==> src/rtl/ps2_scancode_rx.sv <==
// PS/2 keyboard receiver: synchronises the pins, deframes 11-bit frames and
// tracks make/break codes of the most recently pressed key.
module ps2_scancode_rx #(
  parameter int SYNC_STAGES = 3,
  parameter int TIMEOUT_CYC = 50000,
  parameter int CNT_W       = 8
) (
  input  logic             clk,
  input  logic             clrn,
  input  logic             ps2_clk,
  input  logic             ps2_data,
  output logic [7:0]       scan_code,
  output logic             key_down,
  output logic             make_pulse,
  output logic             break_pulse,
  output logic             frame_err,
  output logic [CNT_W-1:0] press_count
);

  localparam int TO_W = $clog2(TIMEOUT_CYC + 1);

  typedef enum logic {S_IDLE, S_BREAK} state_t;

  logic [SYNC_STAGES-1:0] clk_sync, data_sync;
  logic                   fall, data_bit, frame_ok;
  logic [3:0]             bit_cnt;
  logic [9:0]             shift_reg;
  logic [TO_W-1:0]        timeout_cnt;
  logic                   byte_valid;
  logic [7:0]             byte_data;

  state_t                 state, state_next;
  logic [7:0]             scan_next;
  logic                   key_down_next, make_next, break_next;
  logic [CNT_W-1:0]       count_next;

  // Synchronisers reset to the idle-bus level so no spurious fall appears
  always_ff @(posedge clk) begin
    if (!clrn) begin
      clk_sync  <= '1;
      data_sync <= '1;
    end else begin
      clk_sync  <= {clk_sync[SYNC_STAGES-2:0], ps2_clk};
      data_sync <= {data_sync[SYNC_STAGES-2:0], ps2_data};
    end
  end

  assign fall     = clk_sync[SYNC_STAGES-1] & ~clk_sync[SYNC_STAGES-2];
  assign data_bit = data_sync[SYNC_STAGES-2];
  // shift_reg holds start in bit 0, data in 8:1, parity in 9; stop is the live bit
  assign frame_ok = ~shift_reg[0] & (^shift_reg[9:1]) & data_bit;

  always_ff @(posedge clk) begin
    if (!clrn) begin
      bit_cnt     <= '0;
      shift_reg   <= '0;
      timeout_cnt <= '0;
      byte_valid  <= 1'b0;
      byte_data   <= '0;
      frame_err   <= 1'b0;
    end else begin
      byte_valid <= 1'b0;
      frame_err  <= 1'b0;
      if (fall) begin
        timeout_cnt <= '0;
        if (bit_cnt == 4'd10) begin
          bit_cnt <= '0;
          if (frame_ok) begin
            byte_valid <= 1'b1;
            byte_data  <= shift_reg[8:1];
          end else begin
            frame_err <= 1'b1;
          end
        end else begin
          bit_cnt   <= bit_cnt + 4'd1;
          shift_reg <= {data_bit, shift_reg[9:1]};
        end
      end else if (bit_cnt != 4'd0) begin
        if (timeout_cnt == TO_W'(TIMEOUT_CYC - 1)) begin
          frame_err   <= 1'b1;
          bit_cnt     <= '0;
          timeout_cnt <= '0;
        end else begin
          timeout_cnt <= timeout_cnt + 1'b1;
        end
      end
    end
  end

  always_ff @(posedge clk) begin
    if (!clrn) begin
      state       <= S_IDLE;
      scan_code   <= '0;
      key_down    <= 1'b0;
      make_pulse  <= 1'b0;
      break_pulse <= 1'b0;
      press_count <= '0;
    end else begin
      state       <= state_next;
      scan_code   <= scan_next;
      key_down    <= key_down_next;
      make_pulse  <= make_next;
      break_pulse <= break_next;
      press_count <= count_next;
    end
  end

  always_comb begin
    state_next    = state;
    scan_next     = scan_code;
    key_down_next = key_down;
    make_next     = 1'b0;
    break_next    = 1'b0;
    count_next    = press_count;
    if (byte_valid) begin
      case (state)
        S_IDLE: begin
          if (byte_data == 8'hF0) begin
            state_next = S_BREAK;
          end else if (byte_data != 8'hE0) begin
            // A repeat of the held key is typematic and produces no event
            if (!key_down || byte_data != scan_code) begin
              scan_next     = byte_data;
              key_down_next = 1'b1;
              make_next     = 1'b1;
              count_next    = press_count + 1'b1;
            end
          end
        end
        S_BREAK: begin
          state_next = S_IDLE;
          if (byte_data == scan_code) begin
            scan_next     = 8'h00;
            key_down_next = 1'b0;
            break_next    = 1'b1;
          end
        end
        default: state_next = S_IDLE;
      endcase
    end else if (frame_err && state == S_BREAK) begin
      state_next = S_IDLE;
    end
  end

endmodule
==> config.mk <==
export PLATFORM = sky130hd
export DESIGN_NAME = ps2_scancode_rx
export DESIGN_NICKNAME = d
export VERILOG_FILES = /design/src/rtl/ps2_scancode_rx.sv
export SDC_FILE = /design/constraint.sdc
export NUM_CORES = 1
export LEC_CHECK = 0
export ABC_AREA = 1
export CAP_MARGIN = 30
export CORE_MARGIN = 2
export CORE_UTILIZATION = 50
export DETAILED_ROUTE_END_ITERATION = 12
export HOLD_SLACK_MARGIN = 0.15
export PLACE_DENSITY_LB_ADDON = 0.3
export SLEW_MARGIN = 30
export SYNTH_ARGS = -nofsm -noshare
export SYNTH_HDL_FRONTEND = slang
export SYNTH_SLANG_ARGS = --single-unit
==> constraint.sdc <==
create_clock -name clk -period 1.7 [get_ports clk]
set_input_delay 0.255 -clock clk [delete_from_list [all_inputs] [get_ports clk]]
set_output_delay 0.255 -clock clk [all_outputs]
set_load 0.01 [all_outputs]
Word-level counts from Yosys, hierarchy flattened
Cells that the tools add are included. W data, S select, Z words.

Flip-flop bits (word level): 65. Input port bits: 4. Output and inout bits: 20. Logic and storage cells: 82.

Add/subtract/negate cells: 3. Eq/ne operators: 10. Muxes and demuxes: 27. Bitwise operators: 11. Reduce and logical (&&, ||, !) cells: 17.

Operators by type and width (count): $mux W8 (4); $add A16 B1 Y16 const B (1); $eq A16 B16 Y1 const B (1); $mux W16 (1); $mux W4 (4); $pmux W8 S2 (1); $mux W1 (15); $reduce_and A5 Y1 (2); $reduce_and A3 Y1 (3); $reduce_xor A9 Y1 (1); $add A8 B1 Y8 const B (1); $eq A8 B8 Y1 (1); $eq A8 B8 Y1 const B (1); $ne A8 B8 Y1 (1); $ne A8 B8 Y1 const B (1); $not A1 Y1 (8); $ne A2 B2 Y1 const B (3); $reduce_bool A2 Y1 (3); $reduce_or A5 Y1 (1); $add A4 B1 Y4 const B (1); $eq A4 B4 Y1 const B (1); $pmux W1 S2 (2); $reduce_and A2 Y1 (2); $reduce_bool A4 Y1 (1); other kinds (6) (8).

Logic depth before layout (Yosys ltp)
Gate-level depths: netlist (run 1).

Word-level depth: 6. Mapped depth: 13. Depth with buffers taken out: 13.

Worst setup path before layout (run 1)
OpenSTA, ideal clock, no wires.

Path kind: register to register. From: register bit_cnt[0]. To: register timeout_cnt[12]. Setup time: 113 ps. Data arrival time: 1377 ps. Data required time: 1587 ps. Slack: 210 ps. Cell stages (with the launch flop): 11. Path buffers: 0. Clock period less this slack: 1490 ps. Cell sequence: dfxtp_1 -> inv_1 -> ha_1 -> nand3_4 -> inv_2 -> nor2_4 -> nand2_2 -> nor3_4 -> nand3_1 -> nor2_1 -> nor2_1.

Word-level cells in the longest chain between the ends: 1.

Ends and longest elaborated chain: start: declaration (RTL line 26) `logic [3:0] bit_cnt;`; start signal: assignment (RTL line 75) `bit_cnt <= bit_cnt + 4'd1;`; $reduce_bool A4 Y1 (RTL line 78) `end else if (bit_cnt != 4'd0) begin`; end signal: assignment (RTL line 84) `timeout_cnt <= timeout_cnt + 1'b1;`; end: declaration (RTL line 28) `logic [TO_W-1:0] timeout_cnt;`.

Every way passes these cells. A chain may end at the register's enable or synchronous reset.

Final worst setup path (run 1)
From: register press_count[3]. To: output port press_count[3].

RTL lines: start: declaration (RTL line 17) `output logic [CNT_W-1:0] press_count`; start signal: assignment (RTL line 104) `press_count <= count_next;`.

No word-level cell between the ends.

==> results of run 1 <==
## per-layer routing
metal,global-route usage [%],wire (µm)
met3,4.75,204
met5,0,0
met4,7.92,85
met1,22.1,2910
met2,30.0,2850
## where the power goes
part	internal, mW	switching (mW)
Clock	0.751	0.568
Combinational	0.0670	0.133
Sequential	1.54	0.0161
## area by class of cell
type | count | area [µm²]
well taps | 77 | 96.3
multi-input cells | 280 | 1610
flip-flops and latches | 65 | 1300
clock buffers | 13 | 159
inverters | 57 | 219
clock inverters | 2 | 37.5
repair buffers | 35 | 320
fillers | 549 | 2490
## Yosys cell counts, drive strengths merged
library cell	instances	area share (%)
nor4	3	1.1
o21ai	20	3.2
clkbuf	4	0.47
or2	4	0.79
dfxtp	65	41
nor3b	2	0.63
nand4	23	4.5
nand2	89	12
ha	5	2.0
xnor2	14	3.9
xor2	6	1.7
nor2	46	6.4
nand3b	1	0.24
buf	8	1.9
a21oi	25	4.2
inv	57	6.8
nor3	10	2.1
nand3	32	7.1
## metrics by stage
step	util [%]	area (µm²)	setup WS, ps	instances	power [mW]
final	60.0	3750	69.0	529	3.08
after global routing	60.0	3750	-57.1	529	3.19
after CTS	59.5	3710	5.09	527	3.10
after detailed placement	56.2	3500	-50.9	512	1.79
after global placement	56.2	3500	-3.26	512	1.78
after floorplan	-	3180	210	414	1.75
## worst min path at each step
stage          slack (ps)                     from                       to  depth (start not counted)
3_3_place_gp          400  data_sync[0]$_SDFF_PN1_  data_sync[1]$_SDFF_PN1_                          1
2_1_floorplan         360                  ps2_clk   clk_sync[0]$_SDFF_PN1_                          1
3_5_place_dp          400  data_sync[0]$_SDFF_PN1_  data_sync[1]$_SDFF_PN1_                          1
6_report              420  data_sync[0]$_SDFF_PN1_  data_sync[1]$_SDFF_PN1_                          1
4_1_cts               420  data_sync[0]$_SDFF_PN1_  data_sync[1]$_SDFF_PN1_                          1
5_1_grt               440  data_sync[0]$_SDFF_PN1_  data_sync[1]$_SDFF_PN1_                          1
## cell families after synthesis
logic type | synth area share (%)
xor+xnor | 5.51
simple gates | 35.1
fa+ha+maj | 1.97
buf+inv | 9.14
flops | 41.0
compound gates | 7.33
## timing repair
item / 4_1_cts / 5_1_grt
resized for setup: 4 / 8
setup buffers: 0 / 2
endpoints found under the setup margin: 5 / 5
cloned: 0 / 0
pin swaps: 2 / 5
==> results.md, run 1 <==
- Reg2reg path depth: 10
- Cts bufs inserted: 9
- CP bufs+invs: 1
- WL per Instance: 11.4 µm
- Largest net degree at the start of global routing: 44
- Port Buffers: 23
- Post-Syn Area per Cell: 7.67 µm²
- WP depth: 1
- Vias: 2642
- 1st-iter DRT viols: 91
- Leading cell type in the layout, fill and taps excluded: nand2_1
- Syn. warnings: 0
- Grt ovf: 0
- First-pass GRT wire length: 10400 µm
- GRT Overall Usage: 18.1%
- Final setup skew: 12.6 ps
- CP Class: reg2out
- CP endpoint kind: output port
- Worst setup SP type: flop
- I/O pin total: 24
- Pwr Density: 822 nW/µm²
- Worst R2R Setup Slack: 90 ps
- ANT cells: 0
- Hold Crit Class: reg2reg
- Clk slew on worst S/H paths: 70 ps
- Pleak: 1.52 nW
- Crit-path slowest cell: clkdlybuf4s50_1
- H-tree levels: 3
- Post-synthesis cell type count: 36
- Setup crit start: press_count[3]$_SDFFE_PN0P_
- Critical path endpoint: press_count[3]
- Synthesized flop and latch total: 65
- Post-route minimum period: 1630 ps
- Area grow syn2layout: 17.9%
- Reg2reg start: bit_cnt[0]$_SDFFE_PN0P_
- Max Slew Vio Count: 0
- DRT Wirelength: 6050 µm
- CTS tree: built
- Max Fclk: 613 MHz
- Largest fanout on the critical path: 7
- Vias in the first global route: 2413
- Share of layout cells above drive strength 1: 17.7%
- RR Endpoint: timeout_cnt[10]$_SDFFE_PP0P_
- Maximum VDD drop: 0.449 mV
- Vert. Die Dim: 83.7 µm
- CTS root buf: clkbuf_8
- DRT Pass-1 Iters: 4
- Slew margin rel.: 70.5%
- Fin nets: 457
- Antenna-violating nets left: 0
- CP Data Arrival Time: 1380 ps
- Core area: 6240 µm²
- Mapped Cells: 414
- Syn Nets: 423
- Detailed Place HPWL: 4220 µm
- Setup TNS: 0 ps
- Max Buffers Root-to-Sink: 2
- Die Wd: 83.7 µm
- Seq/Total Area, Yosys: 41.0%
- Crit path required time: 1440 ps
- Clock sink count: 65
- Top delay family on crit path: buffers and inverters
- Antenna violations before repair: 0
- DRC Markers: 0
- Clock Latency Late Sink: 340 ps
- Mapped cell area: 3180 µm²
- Max Cap Viol: 0
- Crit-path cells: clkdlybuf4s50_1
- Post-route clock period utilization: 95.9%
- Row count: 29
- Hold Fails Final Rpt: 0
- Starting Density: 50.9%
- Die area: 7010 µm²
- DR vias/cell: 4.99
- Hold_buf cts: 0
- Slew @ Worst Pin: 442 ps
- Slowest stage delay, CP: 580 ps
- Commonest non-fill, non-tap cells in the layout: nand2_1 (73), dfxtp_1 (63), inv_1 (48)
- Final RePlAce weighted congestion: 0.834
- Final setup fails: 0
- Largest register FFs: 16
- Status: finished, final reports clean
- RSZ-0062 raised after global routing: true
- Min Hold Slack: 415 ps
No activity file was read; power rests on OpenSTA's default activity.
==> run 2: changes to the inputs <==
- CAP_MARGIN: 30 -> not set
- clock period: 1.7 -> 1.4 ns (I/O delays scaled with it)
==> run 2 against run 1 <==
  * The flow now finishes with violations (negative setup slack)
  * Sequential share of layout area decreased by 5.4 points
  * Core utilization rose by 13 points
  * Routed wire length rose by 39%
  * Total power grew 21%
  * Flip-flop and latch count did not move
  * Global-route usage grew 3.2 points
  * Via count up 18%
  * Final cell count rose by 12%
  * Critical path depth up 7
  * Worst setup slack got worse by 230 ps
  * Register-to-register slack got worse by 250 ps
  * First-iteration DRC count up 63%
==> results.md, run 2 (synthesis results as in run 1) <==
- Status: finished with violations
- Violated checks: negative setup slack
- Final Cell Area: 4560 µm²
- Final Worst Setup Slack: -159 ps
- Filler instances: 399
- Final Core Density: 73.0%
- Seq. cell area: 1340 µm²
- ANT cells: 0
- Final setup fails: 45
- Antenna-violating nets left: 0
- Maximum VDD drop: 0.644 mV
- DR vias/cell: 5.28
- Clk slew on worst S/H paths: 80 ps
- Clock Latency Late Sink: 350 ps
- DRC Markers: 0
- Share of layout cells above drive strength 1: 44.4%
- Antenna violations before repair: 0
- Slew margin rel.: 70.2%
- CP Data Arrival Time: 1800 ps
- Vias in the first global route: 2764
- Fin nets: 517
- CTS root buf: clkbuf_8
- Placed instance area: 3800 µm²
- Setup TNS: -3080 ps
- Max Fclk: 642 MHz
- Leading cell type in the layout, fill and taps excluded: buf_4
- DRT Pass-1 Iters: 4
- Row count: 29
- CP endpoint kind: flop
- Largest register FFs: 16
- Die Wd: 83.7 µm
- Hold Fails Final Rpt: 0
- I/O pin total: 24
- Crit path required time: 1640 ps
- Post-route clock period utilization: 111%
- Vert. Die Dim: 83.7 µm
- Max Slew Vio Count: 0
- Max Cap Viol: 0
- 1st-iter DRT viols: 148
- Worst setup SP type: flop
- Vias: 3115
- Post-route minimum period: 1560 ps
- Commonest non-fill, non-tap cells in the layout: buf_4 (60), nand2_1 (57), inv_1 (36), dfxtp_1 (36), nor2_1 (31)
- GRT Overall Usage: 21.3%
- Multi-input gate area: 1910 µm²
- Cts bufs inserted: 9
- Slew @ Worst Pin: 447 ps
- Hold Crit Class: reg2reg
- Area grow syn2layout: 43.4%
- Clock sink count: 65
- Largest net degree at the start of global routing: 23
- Max Buffers Root-to-Sink: 2
- WL per Instance: 14.3 µm
- DRT Wirelength: 8440 µm
- Starting Density: 50.9%
- Pleak: 2.03 nW
- Port Buffers: 23
- CTS tree: built
- CP Class: reg2reg
- Die area: 7010 µm²
- RSZ-0062 raised after global routing: true
- Largest fanout on the critical path: 5
- H-tree levels: 3
- Final RePlAce weighted congestion: 0.832
- Min Hold Slack: 414 ps
- Detailed Place HPWL: 4600 µm
- Final setup skew: 17.2 ps
- Pwr Density: 819 nW/µm²
- Core area: 6240 µm²
- Grt ovf: 0
- First-pass GRT wire length: 12100 µm
-- run 2: area by class of cell --
class                   count  area share (%)
repair inverters            1           0.247
flip-flops and latches     65            29.4
repair buffers             93            17.2
well taps                  77            2.11
clock buffers               9            2.72
inverters                  57            5.08
clock inverters             7            1.24
multi-input cells         281            42.0
-- run 2: layer usage --
layer	GRT usage (%)	share of wire, %
met5	0	0
met4	9.09	4.6
met3	4.95	3.7
met2	36.3	50
met1	25.7	42
-- run 2: worst paths after layout --
| kind | startpoint | end | slack, ps | depth (start not counted) |
|---|---|---|---|---|
| worst max-delay path | timeout_cnt[9]$_SDFFE_PP0P_ | bit_cnt[3]$_SDFFE_PN0P_ | -160 | 8 |
| worst min-delay path | data_sync[0]$_SDFF_PN1_ | data_sync[1]$_SDFF_PN1_ | 410 | 1 |
| worst max register to register | timeout_cnt[9]$_SDFFE_PP0P_ | bit_cnt[3]$_SDFFE_PN0P_ | -160 | 8 |
| worst min register to register | data_sync[0]$_SDFF_PN1_ | data_sync[1]$_SDFF_PN1_ | 410 | 1 |
-- run 2: worst max-delay path: stages (launching register included) --
cell	delay (ps)
dfxtp_1	380
nand2_1	170
nor3_1	280
nand4_1	190
buf_4	190
nand2_4	90
nand3_2	60
nand2_1	60
nor2_1	40
-- run 2: per-stage QoR --
stage                     power (mW)  setup slack (ps)  std cells
after global placement          2.20              -142        545
after global routing            3.87              -271        590
after floorplan                 2.13             -52.0        414
after detailed placement        2.20              -179        545
final                           3.73              -159        590
after CTS                       3.64             -80.5        574
-- run 2: what timing repair did --
item / 4_1_cts / 5_1_grt
endpoints found under the hold margin: 0 / 0
endpoints found under the setup margin: 67 / 55
gates cloned: 2 / 1
resized for setup: 80 / 72
pin swaps: 31 / 35
hold buffers: 0 / 0
setup buffers: 11 / 15
-- run 2: power by group --
| part | switching, mW | internal (mW) |
|---|---|---|
| sequential | 0.0206 | 1.87 |
| combinational | 0.218 | 0.174 |
| clock | 0.794 | 0.652 |
